`src/rtl/arb_pkg.sv`:
```
// Shared types and helpers for the burst-locking grant stage.
package arb_pkg;

  typedef enum logic {
    IDLE = 1'b0,
    OWN  = 1'b1
  } state_t;

  // Widest request vector the helpers below accept.
  localparam int MAX_PORTS = 32;

  // Width of a counter that must hold 0..max_beats.
  function automatic int cnt_w(input int max_beats);
    return $clog2(max_beats + 1);
  endfunction

  // Width of a port index; never narrower than one bit.
  function automatic int idx_w(input int ports);
    return (ports > 1) ? $clog2(ports) : 1;
  endfunction

  // Binary index of a one-hot vector (OR of set-bit indices).
  function automatic int onehot_enc(input logic [MAX_PORTS-1:0] v);
    int idx;
    idx = 0;
    for (int i = 0; i < MAX_PORTS; i++) begin
      if (v[i]) idx = idx | i;
    end
    return idx;
  endfunction

  function automatic logic is_onehot(input logic [MAX_PORTS-1:0] v);
    return (v != '0) && ((v & (v - MAX_PORTS'(1))) == '0);
  endfunction

endpackage

```
`src/rtl/burst_grant_lock.sv`:
```
// Locks an arbiter grant for a whole burst and muxes the owner's
// valid/data/last stream onto a single output, capping burst length.
//
// state | meaning
// IDLE  | no owner; requests go to the arbiter, grant captured here
// OWN   | owner_q streams to the output until a last beat is accepted
module burst_grant_lock
  import arb_pkg::*;
#(
  parameter int PORTS     = 4,
  parameter int DATA_W    = 32,
  parameter int MAX_BEATS = 16
) (
  input  logic                    clk,
  input  logic                    rst,
  input  logic [PORTS-1:0]        in_valid,
  input  logic [PORTS*DATA_W-1:0] in_data,
  input  logic [PORTS-1:0]        in_last,
  output logic [PORTS-1:0]        in_ready,
  output logic [PORTS-1:0]        arb_req,
  input  logic [PORTS-1:0]        arb_gnt,
  output logic                    out_valid,
  output logic [DATA_W-1:0]       out_data,
  output logic                    out_last,
  output logic [idx_w(PORTS)-1:0] out_port,
  input  logic                    out_ready,
  output logic                    busy,
  output logic                    err
);

  localparam int PW = idx_w(PORTS);
  localparam int CW = cnt_w(MAX_BEATS);
  localparam logic [CW-1:0] LAST_CNT = CW'(MAX_BEATS - 1);

  state_t            state_q, state_d;
  logic [PORTS-1:0]  owner_q, owner_d;
  logic [CW-1:0]     beat_cnt, beat_d;
  logic              err_q, err_d;
  // Holds requests off for the first cycle after reset is released.
  logic              rst_q;

  logic              own_valid, own_last;
  logic [DATA_W-1:0] own_data;

  // State register with synchronous reset.
  always_ff @(posedge clk) begin
    if (rst) begin
      state_q  <= IDLE;
      owner_q  <= '0;
      beat_cnt <= '0;
      err_q    <= 1'b0;
      rst_q    <= 1'b1;
    end else begin
      state_q  <= state_d;
      owner_q  <= owner_d;
      beat_cnt <= beat_d;
      err_q    <= err_d;
      rst_q    <= 1'b0;
    end
  end

  // Select the owner's upstream stream; owner_q is one-hot or zero.
  always_comb begin
    own_valid = 1'b0;
    own_last  = 1'b0;
    own_data  = '0;
    for (int i = 0; i < PORTS; i++) begin
      if (owner_q[i]) begin
        own_valid = in_valid[i];
        own_last  = in_last[i];
        own_data  = in_data[i*DATA_W +: DATA_W];
      end
    end
  end

  // Next-state and output decode; everything forced low while in reset.
  always_comb begin
    state_d   = state_q;
    owner_d   = owner_q;
    beat_d    = beat_cnt;
    err_d     = err_q;
    in_ready  = '0;
    arb_req   = '0;
    out_valid = 1'b0;
    out_data  = '0;
    out_last  = 1'b0;
    out_port  = '0;
    busy      = 1'b0;

    case (state_q)
      IDLE: begin
        if (!rst_q) begin
          arb_req = in_valid;
          if (is_onehot(MAX_PORTS'(arb_gnt))) begin
            owner_d = arb_gnt;
            beat_d  = '0;
            state_d = OWN;
          end else if (arb_gnt != '0) begin
            err_d = 1'b1;
          end
        end
      end
      OWN: begin
        busy      = 1'b1;
        out_port  = PW'(onehot_enc(MAX_PORTS'(owner_q)));
        out_valid = own_valid;
        out_data  = own_data;
        in_ready  = owner_q & {PORTS{out_ready}};
        // Forced release at the beat cap merges with a real last beat.
        out_last  = own_last | (beat_cnt == LAST_CNT);
        if (own_valid && out_ready) begin
          beat_d = beat_cnt + CW'(1);
          if (out_last) begin
            state_d = IDLE;
            owner_d = '0;
            beat_d  = '0;
          end
        end
      end
      default: state_d = IDLE;
    endcase

    if (rst) begin
      in_ready  = '0;
      arb_req   = '0;
      out_valid = 1'b0;
      out_data  = '0;
      out_last  = 1'b0;
      out_port  = '0;
      busy      = 1'b0;
    end
  end

  assign err = err_q & ~rst;

endmodule

```
`config.mk`:
```
export PLATFORM = sky130hd
export DESIGN_NAME = burst_grant_lock
export DESIGN_NICKNAME = d
export VERILOG_FILES = /design/src/rtl/arb_pkg.sv /design/src/rtl/burst_grant_lock.sv
export SDC_FILE = /design/constraint.sdc
export NUM_CORES = 1
export LEC_CHECK = 0
export ABC_AREA = 1
export BUFFER_PORTS_ARGS = -buffer_cell sky130_fd_sc_hd__buf_2
export CORE_MARGIN = 3
export CORE_UTILIZATION = 38
export CTS_CLUSTER_SIZE = 20
export DETAILED_ROUTE_END_ITERATION = 6
export GPL_ROUTABILITY_DRIVEN = 0
export PLACE_DENSITY = 0.88
export SYNTH_ARGS = -nofsm -noshare
export SYNTH_HDL_FRONTEND = slang
export SYNTH_SLANG_ARGS = --single-unit
```
`constraint.sdc`:
```
create_clock -name clk -period 3.35 [get_ports clk]
set_input_delay 0.335 -clock clk [delete_from_list [all_inputs] [get_ports clk]]
set_output_delay 0.335 -clock clk [all_outputs]
set_load 0.005 [all_outputs]
```
==> results of run 1 <==
power breakdown:
part	leakage, uW	switching, uW	internal, uW	total [uW]
logic	0.00120	165	125	290
clock network	0.0000288	61.5	104	166
registers	0.0000983	16.1	156	172
area by class of cell:
cell class              instances  area [um2]  area share [%]
clock buffers                   4       55.05           2.066
inverters                      22       83.83           3.146
multi-input cells             229        1267           47.56
flip-flops and latches         12       240.2           9.014
well taps                      50       62.56           2.347
repair buffers                190       955.9           35.87
layout by cell type (no fill, tap or decap), types with 3 or more instances in the layout:
| cell | n |
|---|---|
| nor2_1 | 20 |
| inv_1 | 18 |
| nand4_1 | 3 |
| nand3_2 | 4 |
| nand3_1 | 51 |
| a21oi_1 | 6 |
| o221ai_1 | 32 |
| nand2_2 | 3 |
| dfxtp_1 | 12 |
| a31oi_1 | 33 |
| buf_2 | 188 |
| clkbuf_8 | 4 |
| nand2_1 | 68 |
metal layers:
layer / wire length [um] / GRT usage (%)
met1: 3177 / 37.77
met2: 3964 / 46.97
met3: 857 / 4.270
met4: 163 / 7.787
met5: 0 / 0
through the flow:
step	setup WS (ns)	power, uW	instance area [um2]	cells	util, %
2_1_floorplan	1.831	335.9	1718	289	-
3_3_place_gp	0.9980	454.9	2610	503	62.55
3_5_place_dp	0.9733	460.0	2610	503	62.55
4_1_cts	0.6965	626.4	2665	507	63.87
5_1_grt	0.5195	668.0	2665	507	63.87
6_report	0.6020	627.9	2665	507	63.87
path summary, 6_finish.rpt:
check / start / slack, ns / to
worst min register to register: err_q$_SDFFE_PP0P_ / 0.46 / err_q$_SDFFE_PP0P_
worst max register to register: owner_q[2]$_SDFFE_PP0P_ / 1.41 / beat_cnt[2]$_SDFFE_PP0P_
worst max-delay path: owner_q[3]$_SDFFE_PP0P_ / 0.60 / out_data[25]
worst min-delay path: rst / 0.32 / rst_q$_DFF_P_
cell families after synthesis:
logic type / count (synthesis) / synth area share [%]
buf+inv: 48 / 12.24
flops: 12 / 13.98
compound gates: 72 / 30.59
xor+xnor: 1 / 0.5099
fa+ha+maj: 2 / 1.456
simple gates: 154 / 41.22
worst max-delay path: stages, from the launching register on:
cell and delay, ns:
dfxtp_1 0.37, inv_2 0.52, nand2_2 0.58, o221ai_1 0.41
a31oi_1 0.07, buf_2 0.17
sequential cells by signal (all words and copies together), names as in the netlist:
register,count
beat_cnt,5
owner_q,4
err_q,1
rst_q,1
state_q,1
==> flow_metrics.py, run 1 <==
metrics = {
    "synthesis": {
        "avgSynthCellArea_um2": 5.944,
        "synth_most_common_cell": "nand2_1",
        "yosys_warnings": 0,
        "ys_async_sr_fraction_pct": 0,
        "syn_inst": 289,
        "yosysTopAreaCell": "o221ai_1",
        "synth.top_cells.by_count": "nand2_1 (68), nand3_1 (51), a31oi_1 (33)",
        "yosysSeqAreaShare_pct": 13.98,
        "synth_area_leaders": "o221ai_1 (16%), nand3_1 (15%), nand2_1 (15%)",
        "synth_top_area_share_pct": 16.31,
        "synth_edf_count": 0,
        "ys_seq_elements": 12,
        "ys.flop_type": "dfxtp_1",
        "syn_area_um2": 1718,
        "synth_nets": 434,
        "synth_cell_types": 24,
    },
    "power_and_ir_drop": {
        "power.density_nw_per_um2": 235.6,
        "leakagePower_uw": 0.001324,
        "ir_drop_v": 0.0001988,
    },
    "setup_path": {
        "arrival_ns": 2.41,
        "cp.required_ns": 3.01,
        "critical_path_class": "flop to output pin",
        "start_kind": "flop",
        "reg2regPathDepth": 6,
        "critPathMaxFanout": 36,
        "end_kind": "output pin",
    },
    "grt": {
        "grt_pass1_vias": 2524,
        "grt_usage_pct": 28.30,
        "antenna_found_initial": 0,
        "grt.overflow.total": 0,
        "grt_pass1_wl_um": 12310,
        "grt_max_degree": 37,
    },
    "cells_and_area": {
        "nNetsFinal": 603,
        "drive_gt1_share_pct": 45.51,
        "fillers": 385,
        "syn2layout_area_growth_pct": 55.13,
        "diodes": 0,
    },
    "clocking": {
        "path_clk_slew_ns": 0.06,
        "cts_sinks": 12,
        "cts_setup_buffers": 0,
        "clock_latency_ns": 0.25,
        "clockBufferDepth": 2,
        "root_buffer": "clkbuf_8",
        "cts_resized": 0,
        "cts_tree": "yes",
        "cts_hold_buf": 0,
        "htreeDepth": 1,
        "numCtsBuffers": 3,
    },
    "sta": {
        "setup_violations": 0,
        "drv_slew": 0,
        "fin_crit_ns": 2.748,
        "finalCritPeriodShare_pct": 82.03,
        "fin_tns_setup_ns": 0,
        "fmax_mhz": 363.9,
        "fin_skew_ns": 0.003178,
        "relSlewSlack_pct": 46.86,
        "hold_viol": 0,
        "timing.hold.ws_ns": 0.3175,
        "tightest_slew_ns": 0.7952,
        "rsz0062_at_grt": "false",
    },
    "outcome": {
        "outcome": "complete, no violations",
    },
    "detailed_routing": {
        "drc": 0,
        "antenna_left": 0,
        "wl_um": 8162,
        "via_count": 2821,
        "first_iter_violations": 196,
        "viasPerCell": 5.564,
        "drt_pre_antenna_iters": 5,
        "wl_per_cell_um": 16.10,
    },
    "die": {
        "row_count": 23,
        "core_area_um2": 4173,
        "ioPinCount": 189,
        "dieHeight_um": 73.24,
        "die_x_um": 73.24,
        "dieArea_um2": 5363,
        "start_util_pct": 41.17,
    },
    "run": {
        "drv_cap": 0,
    },
    "min_path": {
        "hold_path_depth": 1,
        "min_path_type": "input pin to flop",
    },
    "placement": {
        "dp_hpwl_um": 6020,
        "io_buffers": 188,
    },
}
Power figures use the tool's default switching activity.
==> run 2: changes to the inputs <==
--- a/config.mk
+++ b/config.mk
@@ -8,11 +8,11 @@
 export ABC_AREA = 1
 export BUFFER_PORTS_ARGS = -buffer_cell sky130_fd_sc_hd__buf_2
 export CORE_MARGIN = 3
-export CORE_UTILIZATION = 38
+export CORE_UTILIZATION = 32
 export CTS_CLUSTER_SIZE = 20
 export DETAILED_ROUTE_END_ITERATION = 6
 export GPL_ROUTABILITY_DRIVEN = 0
-export PLACE_DENSITY = 0.88
+export PLACE_DENSITY = 0.79
 export SYNTH_ARGS = -nofsm -noshare
 export SYNTH_HDL_FRONTEND = slang
 export SYNTH_SLANG_ARGS = --single-unit
==> constraint.sdc (replaced) <==
create_clock -name clk -period 2.5 [get_ports clk]
set_input_delay 0.25 -clock clk [delete_from_list [all_inputs] [get_ports clk]]
set_output_delay 0.25 -clock clk [all_outputs]
set_load 0.005 [all_outputs]
==> run 2 against run 1 <==
Final cell count increased by 4.5%. Total power increased by 28%. Core utilization decreased by 11 points. Via count grew 3.3%. Worst hold slack got worse by 0.066 ns. Register-to-register slack got worse by 0.67 ns. Sequential power grew 35%. Non-clock buffer count increased by 4. Clock power grew 5%. Critical path depth increased by 1. Die area grew 17%. Count of clock-buffer cells in the layout decreased by 1. Largest power group unchanged.
==> flow_metrics.py, run 2 (synthesis results as in run 1) <==
metrics = {
    "cells_and_area": {
        "diodes": 0,
        "reg.largest.list": "beat_cnt x5, owner_q x4",
        "nNetsFinal": 607,
        "final_cell_area_um2": 2719,
        "fillers": 565,
        "multi_input_area_um2": 1267,
        "seq_area_um2": 240.2,
        "regMostFlops": "beat_cnt",
        "final_cell_mix": "buf_2 (188), nand2_1 (68), nand3_1 (51)",
        "syn2layout_area_growth_pct": 58.27,
        "largest_register_ffs": 5,
        "drive_gt1_share_pct": 45.87,
        "final_common_cell": "buf_2",
    },
    "die": {
        "row_count": 26,
        "die_x_um": 79.27,
        "core_area_um2": 5140,
        "dieArea_um2": 6284,
        "dieHeight_um": 79.27,
        "start_util_pct": 33.42,
        "ioPinCount": 189,
    },
    "sta": {
        "drv_slew": 0,
        "fmax_mhz": 468.9,
        "timing.hold.ws_ns": 0.2513,
        "fin_skew_ns": 0.001508,
        "finalCritPeriodShare_pct": 85.31,
        "relSlewSlack_pct": 59.34,
        "setup_violations": 0,
        "fin_tns_setup_ns": 0,
        "fin_crit_ns": 2.133,
        "hold_viol": 0,
        "rsz0062_at_grt": "false",
        "tightest_slew_ns": 0.6090,
    },
    "detailed_routing": {
        "via_count": 2914,
        "drc": 0,
        "antenna_left": 0,
        "first_iter_violations": 153,
        "viasPerCell": 5.498,
        "wl_um": 7904,
        "wl_per_cell_um": 14.91,
        "drt_pre_antenna_iters": 4,
    },
    "clocking": {
        "cts_setup_buffers": 0,
        "cts_tree": "yes",
        "cts_hold_buf": 0,
        "path_clk_slew_ns": 0.05,
        "clock_latency_ns": 0.24,
        "clockBufferDepth": 2,
        "numCtsBuffers": 3,
        "cts_resized": 0,
        "root_buffer": "clkbuf_8",
        "cts_sinks": 12,
        "htreeDepth": 1,
    },
    "setup_path": {
        "crit_slowest_cell": "dfxtp_1",
        "cp.required_ns": 2.25,
        "arrival_ns": 1.88,
        "cp_slowest_stage_delay_ns": 0.48,
        "start_kind": "flop",
        "reg2regPathDepth": 9,
        "critPathMaxFanout": 24,
        "r2r-end": "beat_cnt[1]$_SDFFE_PP0P_",
        "critical_path_class": "flop to output pin",
        "end_kind": "output pin",
        "rrSetupSlack_ns": 0.74,
        "path_cells": "inv_1 > nor2_4 > buf_12 > o221ai_1 > a31oi_1 > buf_2",
        "r2r_start": "beat_cnt[0]$_SDFFE_PP0P_",
    },
    "grt": {
        "grt_max_degree": 37,
        "grt_usage_pct": 23.10,
        "grt_pass1_vias": 2625,
        "antenna_found_initial": 0,
        "grt_pass1_wl_um": 11940,
        "grt.overflow.total": 0,
    },
    "power_and_ir_drop": {
        "ir_drop_v": 0.0002076,
        "power.density_nw_per_um2": 296.6,
        "leakagePower_uw": 0.001339,
    },
    "min_path": {
        "hold_path_depth": 1,
        "hp-start": "rst",
        "whs_endpoint": "rst_q$_DFF_P_",
        "min_path_type": "input pin to flop",
    },
    "placement": {
        "io_buffers": 188,
        "dpl-instance-area_um2": 2678,
        "dp_hpwl_um": 6073,
    },
    "run": {
        "drv_cap": 0,
    },
    "outcome": {
        "outcome": "complete, no violations",
    },
}
[run 2: worst max path at each step]
stage | slack [ns] | endpoint | cells past startpoint | start
2_1_floorplan | 0.98 | beat_cnt[1]$_SDFFE_PP0P_ | 9 | beat_cnt[0]$_SDFFE_PP0P_
3_3_place_gp | 0.70 | out_data[0] | 6 | state_q$_SDFF_PP0_
3_5_place_dp | 0.65 | out_data[11] | 6 | state_q$_SDFF_PP0_
4_1_cts | 0.37 | out_data[11] | 6 | state_q$_SDFF_PP0_
5_1_grt | 0.22 | out_data[10] | 6 | state_q$_SDFF_PP0_
6_report | 0.37 | out_data[11] | 6 | state_q$_SDFF_PP0_
[run 2: metrics by stage]
step           power (uW)  cells  util [%]  setup slack, ns
3_3_place_gp        624.2    527     52.09           0.7040
4_1_cts             809.2    530     52.90           0.3697
2_1_floorplan       450.1    289         -           0.9812
6_report            806.4    530     52.90           0.3671
5_1_grt             875.3    530     52.90           0.2158
3_5_place_dp        630.0    527     52.09           0.6533
[run 2: layout make-up]
type	instances	share of cell area, %
flip-flops and latches	12	8.836
repair buffers	194	36.72
inverters	22	3.083
multi-input cells	229	46.62
well taps	70	3.221
clock buffers	3	1.519
[run 2: metal layers]
| metal | up-vias | share of wire (%) | GRT usage [%] | routed length, um |
|---|---|---|---|---|
| li1 | 1404 | - | - | - |
| met1 | 1305 | 40 | 28.88 | 3162 |
| met2 | 182 | 47 | 38.97 | 3733 |
| met3 | 23 | 9.9 | 3.515 | 783 |
| met4 | 0 | 2.8 | 10.14 | 224 |
| met5 | - | 0 | 0 | 0 |
[run 2: worst max-delay path: cells and delay by family, from the launching register on]
kind,cells,cell delay (ns)
AO/OA/AOI/OAI,2,0.33
buffers and inverters,3,0.52
flip-flops,1,0.48
AND/OR/NAND/NOR,1,0.30
[run 2: power breakdown]
part	total [uW]	switching (uW)	internal, uW
Combinational	399	222	178
Clock	175	68.9	106
Sequential	232	22.8	209
Total	806	314	493
